`config.mk`:
```
export PLATFORM = sky130hd
export DESIGN_NAME = uart_tx
export DESIGN_NICKNAME = d
export VERILOG_FILES = /design/src/rtl/uart_tx.sv
export SDC_FILE = /design/constraint.sdc
export NUM_CORES = 1
export LEC_CHECK = 0
export CORE_AREA = 2 2 74 76
export CTS_BUF_LIST = sky130_fd_sc_hd__clkbuf_16
export CTS_CLUSTER_DIAMETER = 50
export DETAILED_ROUTE_END_ITERATION = 7
export DIE_AREA = 0 0 76 78
export GPL_TIMING_DRIVEN = 0
export SYNTH_ARGS = -nofsm -noshare
export SYNTH_HDL_FRONTEND = slang
export SYNTH_SLANG_ARGS = --single-unit
```
`constraint.sdc`:
```
create_clock -name clk_i -period 2.5 [get_ports clk_i]
set_input_delay 0.5 -clock clk_i [delete_from_list [all_inputs] [get_ports clk_i]]
set_output_delay 0.5 -clock clk_i [all_outputs]
set_load 0.02 [all_outputs]
```
`src/rtl/uart_tx.sv`:
```
// UART transmitter: pops one byte from an external FIFO and shifts it out
// LSB first as start, 8 data bits, optional parity and 1 or 2 stop bits.
module uart_tx #(
  parameter int unsigned ClksPerBit = 868,
  parameter int unsigned ParityEn   = 0,
  parameter int unsigned ParityOdd  = 0,
  parameter int unsigned StopBits   = 1
) (
  input  logic       clk_i,
  input  logic       rst_ni,
  input  logic       tx_en_i,
  input  logic       fifo_empty_i,
  input  logic [7:0] fifo_rd_data_i,
  output logic       fifo_rd_en_o,
  output logic       tx_o,
  output logic       busy_o,
  output logic       done_o
);

  localparam int CntW = (ClksPerBit > 1) ? $clog2(ClksPerBit) : 1;
  localparam logic [CntW-1:0] CntMax = CntW'(ClksPerBit - 1);
  // The bit index is reused to count stop bits, so 2 stop bits never
  // need a baud counter wider than one bit period.
  localparam logic [2:0] StopLast = 3'(StopBits - 1);

  typedef enum logic [2:0] {
    IDLE, FETCH, LOAD, START, DATA, PARITY, STOP
  } state_t;

  state_t          state_q, state_d;
  logic [CntW-1:0] cnt_q, cnt_d;
  logic [2:0]      idx_q, idx_d;
  logic [7:0]      shreg_q, shreg_d;
  logic            parity_q, parity_d;
  logic            done_q, done_d;

  // Parity bit for a byte: XOR of all data bits, inverted for odd parity.
  function automatic logic parity_of(input logic [7:0] d);
    return (^d) ^ (ParityOdd != 0);
  endfunction

  // State, counters and shift register; reset aborts any frame in flight.
  always_ff @(posedge clk_i or negedge rst_ni) begin
    if (!rst_ni) begin
      state_q  <= IDLE;
      cnt_q    <= '0;
      idx_q    <= '0;
      shreg_q  <= '0;
      parity_q <= 1'b0;
      done_q   <= 1'b0;
    end else begin
      state_q  <= state_d;
      cnt_q    <= cnt_d;
      idx_q    <= idx_d;
      shreg_q  <= shreg_d;
      parity_q <= parity_d;
      done_q   <= done_d;
    end
  end

  // Next-state logic: each serial bit reloads the baud counter and ends at 0.
  always_comb begin
    state_d  = state_q;
    cnt_d    = cnt_q;
    idx_d    = idx_q;
    shreg_d  = shreg_q;
    parity_d = parity_q;
    done_d   = 1'b0;
    unique case (state_q)
      IDLE: begin
        if (tx_en_i && !fifo_empty_i) state_d = FETCH;
      end
      FETCH: begin
        state_d = LOAD;
      end
      LOAD: begin
        shreg_d  = fifo_rd_data_i;
        parity_d = parity_of(fifo_rd_data_i);
        cnt_d    = CntMax;
        state_d  = START;
      end
      START: begin
        if (cnt_q == '0) begin
          cnt_d   = CntMax;
          idx_d   = 3'd0;
          state_d = DATA;
        end else begin
          cnt_d = cnt_q - 1'b1;
        end
      end
      DATA: begin
        if (cnt_q == '0) begin
          cnt_d   = CntMax;
          shreg_d = {1'b0, shreg_q[7:1]};
          if (idx_q == 3'd7) begin
            idx_d   = 3'd0;
            state_d = (ParityEn != 0) ? PARITY : STOP;
          end else begin
            idx_d = idx_q + 3'd1;
          end
        end else begin
          cnt_d = cnt_q - 1'b1;
        end
      end
      PARITY: begin
        if (cnt_q == '0) begin
          cnt_d   = CntMax;
          idx_d   = 3'd0;
          state_d = STOP;
        end else begin
          cnt_d = cnt_q - 1'b1;
        end
      end
      STOP: begin
        if (cnt_q == '0) begin
          if (idx_q == StopLast) begin
            idx_d   = 3'd0;
            done_d  = 1'b1;
            state_d = IDLE;
          end else begin
            idx_d = idx_q + 3'd1;
            cnt_d = CntMax;
          end
        end else begin
          cnt_d = cnt_q - 1'b1;
        end
      end
      default: begin
        state_d = IDLE;
      end
    endcase
  end

  // Serial line decoded from the state and registered data only.
  always_comb begin
    tx_o = 1'b1;
    unique case (state_q)
      START:   tx_o = 1'b0;
      DATA:    tx_o = shreg_q[0];
      PARITY:  tx_o = parity_q;
      default: tx_o = 1'b1;
    endcase
  end

  assign fifo_rd_en_o = (state_q == FETCH);
  assign busy_o       = (state_q != IDLE);
  assign done_o       = done_q;

endmodule

```
Word-level counts from Yosys, hierarchy flattened
Cells that the tools add are included.

Word-level logic and storage cells: 64. Output and inout port bits: 4. Register bits: 26. Bits of input ports: 12.

Mux-type cells: 24. Reductions and logical operators: 16. Eq/ne operators: 16. Add/sub/neg operators: 2.

Operators with widths (number): $mux W3 (12); $mux W10 (3); $pmux W10 S3 (1); $pmux W3 S7 (1); $pmux W8 S2 (1); $ne A2 B2 Y1 const B (7); $eq A3 B3 Y1 const B (4); $logic_not A10 Y1 (1); $sub A10 B1 Y10 const B (1); $pmux W3 S3 (1); $reduce_bool A3 Y1 (3); $mux W8 (1); $reduce_xor A8 Y1 (1); $reduce_and A7 Y1 (1); $eq A3 B2 Y1 const B (2); $logic_not A3 Y1 (2); $reduce_and A2 Y1 (2); $reduce_and A4 Y1 (1); $add A3 B1 Y3 const B (1); $eq A3 B1 Y1 const B (1); $mux W1 (3); $ne A3 B3 Y1 const B (1); $pmux W1 S3 (1); $reduce_or A3 Y1 (1); other kinds (5) (5).

Depth between registers and ports, before layout
Depth after elaboration: 4. Depth in mapped cells: 7. Depth with buffers taken out: 6.

Least setup slack after synthesis
OpenSTA, ideal clock, no wires.

Kind: reg-to-reg. Start: register cnt_q[0]. End: register shreg_q[0]. Path buffers: 1. Stages on the path, launching flop included: 8. Slack: 0.100 ns. Arrival time: 2.275 ns. Data required time: 2.375 ns. Cells stage by stage: dfrtp_1 > inv_1 > ha_1 > or3b_2 > or3_1 > buf_6 > o31ai_4 > mux2_2.

Word-level cells in the longest chain between the ends: 3.

RTL lines: start: declaration (RTL line 31) `logic [CntW-1:0] cnt_q, cnt_d;`; start signal: assignment (RTL line 53) `cnt_q <= cnt_d;`; $logic_not A10 Y1 (RTL line 92) `if (cnt_q == '0) begin`; $ne A2 B2 Y1 (no source line); $reduce_and A2 Y1 (no source line); end signal: assignment (RTL line 55) `shreg_q <= shreg_d;`; end: declaration (RTL line 33) `logic [7:0] shreg_q, shreg_d;`.

No other way between the ends. A chain may end at the register's enable or synchronous reset.

Final worst setup path
Start: register cnt_q[0]. End: register shreg_q[5].

The elaborated chain is that of the path after synthesis.

==> load_flow_metrics.sql <==
INSERT INTO impl_metrics (metric_group, metric, value, unit) VALUES
('outcome', 'run_status', 'finished clean', ''),
('logic_synthesis', 'postSynth.topFlopCell', 'dfrtp_1', ''),
('placement', 'place_worst_setup_slack', '-66.9', 'ps'),
('logic_synthesis', 'seq_area_frac_synth', '0.432', ''),
('cells_and_area', 'post_route_cells_drive_above_1_share', '0.218', ''),
('die', 'placeableCoreArea', '5040', 'µm²'),
('logic_synthesis', 'synth_warnings', '0', ''),
('logic_synthesis', 'syn-instance-count', '146', ''),
('critical_path', 'critical-path-max-stage-delay', '410', 'ps'),
('grt', 'grt_overflow', '0', ''),
('die', 'initial_core_util', '0.299', ''),
('route', 'detail_route.vias_per_cell', '4.84', ''),
('die', 'fp.dieArea', '5930', 'µm²'),
('logic_synthesis', 'share_of_async_settable_or_async_resettable_flops_after_synthesis', '1.00', ''),
('cells_and_area', 'num_antenna_cells', '0', ''),
('power_and_ir_drop', 'cellPowerDensity', '1070', 'nW/µm²'),
('grt', 'largest_net_degree_at_the_start_of_global_routing', '27', ''),
('clock_tree', 'cts-hold-fix-buffers', '0', ''),
('power_and_ir_drop', 'vdd.ir_drop.worst', '0.000376', 'V'),
('clock_tree', 'clk_pin_slew_worst_paths', '70', 'ps'),
('sta', 'final_setup_vio_count', '0', ''),
('route', 'ant_nets', '0', ''),
('grt', 'number_of_antenna_violations_at_the_first_check_in_global_routing', '0', ''),
('critical_path', 'timing.critical_path.required', '2650', 'ps'),
('sta', 'fmax', '416', 'MHz'),
('power_and_ir_drop', 'total_leakage_power', '0.744', 'nW'),
('die', 'rows', '26', ''),
('placement', 'gp_congestion', '0.717', ''),
('clock_tree', 'cts-root-to-sink-buffers', '2', ''),
('cells_and_area', 'n_fill_cell', '518', ''),
('cells_and_area', 'layout_commonest_cell', 'dfrtp_1', ''),
('logic_synthesis', 'synth-edff-count', '0', ''),
('sta', 'worst_slew_pin_slew', '1180', 'ps'),
('clock_tree', 'numClockSinks', '26', ''),
('clock_tree', 'clock_tree_from_tritoncts', 'built', ''),
('worst_hold_path', 'hold_path_class', 'reg2reg', ''),
('die', 'design.portCount', '16', ''),
('cells_and_area', 'layout.cells.most_common_list', '25 x dfrtp_1, 15 x clkdlybuf4s50_1, 14 x mux2_2', ''),
('critical_path', 'critical_path_peak_fanout', '8', ''),
('run', 'maxCapViolations', '0', ''),
('route', 'route.vias.total', '1162', ''),
('sta', 'layout_worst_path_cycle_share', '0.962', ''),
('cells_and_area', 'final-seq-area', '652', 'µm²'),
('grt', 'groute.usage.overall', '0.111', ''),
('route', 'route.detailed.wl_per_inst', '12.7', 'µm'),
('cells_and_area', 'layout-area-overhead-vs-synth', '26.1', '%'),
('logic_synthesis', 'synthDistinctLibCells', '42', ''),
('sta', 'hold_slack', '474', 'ps'),
('sta', 'final.setup_skew', '5.00', 'ps'),
('sta', 'maxSlewHeadroom', '0.211', ''),
('critical_path', 'crit_chain', 'inv_1 -> ha_2 -> or3b_4 -> or3_4 -> buf_6 -> o31ai_4 -> buf_12 -> mux2_2', ''),
('sta', 'timing_max_transition_violations_final', '0', ''),
('critical_path', 'crit_arrival', '2550', 'ps'),
('route', 'detail_route.wirelength', '3040', 'µm'),
('logic_synthesis', 'syn-cell-area', '1510', 'µm²'),
('clock_tree', 'htreeDepth', '1', ''),
('sta', 'setup_total_negative_slack', '0', 'ps'),
('grt', 'number_of_global_route_vias_before_repair', '1157', ''),
('clock_tree', 'worstSkewPairLatency', '260', 'ps'),
('critical_path', 'cp-end-kind', 'flip-flop', ''),
('critical_path', 'element_type_at_the_critical_path_start', 'flip-flop', ''),
('placement', 'numPortBuffers', '15', ''),
('sta', 'timing.final.crit_period', '2400', 'ps'),
('logic_synthesis', 'synth.ff_latch_count', '26', ''),
('sta', 'timing.final.hold_violations', '0', ''),
('critical_path', 'cp_slowest_cell', 'dfrtp_1', ''),
('clock_tree', 'root_buffer', 'clkbuf_16', ''),
('cells_and_area', 'fin_nets', '187', ''),
('die', 'fp.dieH', '78', 'µm'),
('sta', 'grt_setup_unrepaired', 'no', ''),
('logic_synthesis', 'syn-mean-instance-area', '10.3', 'µm²'),
('route', 'drcViolationCount', '0', ''),
('die', 'die_x', '76', 'µm'),
('route', 'detail_route.iter0.violations', '113', ''),
('clock_tree', 'cts_made_buffers', '3', ''),
('placement', 'dpl.hpwl', '2150', 'µm'),
('sta', 'finalWorstSetupSlack', '95.6', 'ps'),
('route', 'first_pass_drt_iterations', '4', ''),
('critical_path', 'path_class', 'reg2reg', ''),
('cells_and_area', 'multi_input_area', '815', 'µm²'),
('power_and_ir_drop', 'total_power', '0.00203', 'W'),
('grt', 'grt_pass1_wl', '5430', 'µm'),
('logic_synthesis', 'mappedNetlistNets', '162', '');
report_power, final:
part / total [W] / internal [W] / switching, W
registers: 0.000699 / 0.000580 / 0.000119
logic: 0.000976 / 0.000465 / 0.000511
clock network: 0.000359 / 0.000214 / 0.000145
path summary, 6_finish.rpt:
check / startpoint / to / slack, ps / cells after the start
setup / recovery: cnt_q[0] / shreg_q[5] / 100 / 8
hold / removal: cnt_q[9] / cnt_q[9] / 470 / 1
setup reg to reg: cnt_q[0] / shreg_q[5] / 100 / 8
hold reg to reg: cnt_q[9] / cnt_q[9] / 470 / 1
max in group asynchronous: rst_ni / cnt_q[5] / 840 / 1
min in group asynchronous: rst_ni / shreg_q[5] / 860 / 1
Yosys cell counts (2+ instances only):
| cell | count | area [µm²] |
|---|---|---|
| or4_1 | 2 | 15.0 |
| inv_1 | 7 | 26.3 |
| a21oi_1 | 6 | 30.0 |
| nor3_1 | 4 | 20.0 |
| dfrtp_1 | 26 | 651 |
| or3_1 | 2 | 12.5 |
| clkbuf_1 | 4 | 15.0 |
| xnor2_1 | 7 | 61.3 |
| nand2_1 | 8 | 30.0 |
| a31oi_1 | 6 | 37.5 |
| nand2b_1 | 2 | 12.5 |
| a22o_1 | 4 | 35.0 |
| o21ai_0 | 8 | 40.0 |
| o31ai_1 | 7 | 52.6 |
| or3b_2 | 2 | 17.5 |
| or2_2 | 2 | 12.5 |
| mux2_2 | 14 | 158 |
| ha_1 | 4 | 50.1 |
| nor2_1 | 7 | 26.3 |
| nor3b_1 | 2 | 15.0 |
sequential cells by signal, summed over array words and instances (netlist names):
name      flops
parity_q      1
state_q       3
idx_q         3
shreg_q       8
done_o        1
cnt_q        10
per-stage QoR:
step	instances	util	instance area, µm²
2_1_floorplan	146	-	1510
3_3_place_gp	231	0.346	1750
3_5_place_dp	231	0.346	1750
4_1_cts	238	0.370	1870
5_1_grt	240	0.377	1900
6_report	240	0.377	1900
layout make-up:
class / count / share of cell area
inverter: 7 / 0.0138
multi-input combinational: 106 / 0.429
buffer: 6 / 0.0178
sequential: 26 / 0.343
clock inverter: 1 / 0.00197
clock buffer: 3 / 0.0395
timing repair buffer: 21 / 0.109
tap: 70 / 0.0461
cells by family (layout without fill, tap and decap cells):
group,Yosys count,after routing,synth area share
AOI/OAI and AO/OA,44,44,0.213
DFF,26,26,0.432
muxes,15,15,0.111
buffers and inverters,14,38,0.0407
adders and majority gates,4,4,0.0332
xor gates and xnor gates,7,7,0.0407
and+or+nand+nor,36,36,0.129
worst max-delay path, delay by kind of cell, from the launching register on:
family / cells / cell delay, ps
compound gates: 1 / 200
fa+ha+maj: 1 / 190
flops: 1 / 410
mux: 1 / 320
simple gates: 2 / 780
buf+inv: 3 / 370
routing by layer:
metal | routed length, µm | vias to the layer above | GRT usage
met2 | 1380 | 11 | 0.181
met4 | 38 | 0 | 0.0327
met3 | 49 | 2 | 0.0174
met1 | 1570 | 557 | 0.153
li1 | - | 592 | -
met5 | 0 | - | 0
timing repair:
action	4_1_cts	5_1_grt
buffers inserted	4	2
pin swaps	1	1
setup endpoints to repair	10	14
gates resized for setup	3	5
Note: power is estimated with default switching activity, not from simulation.
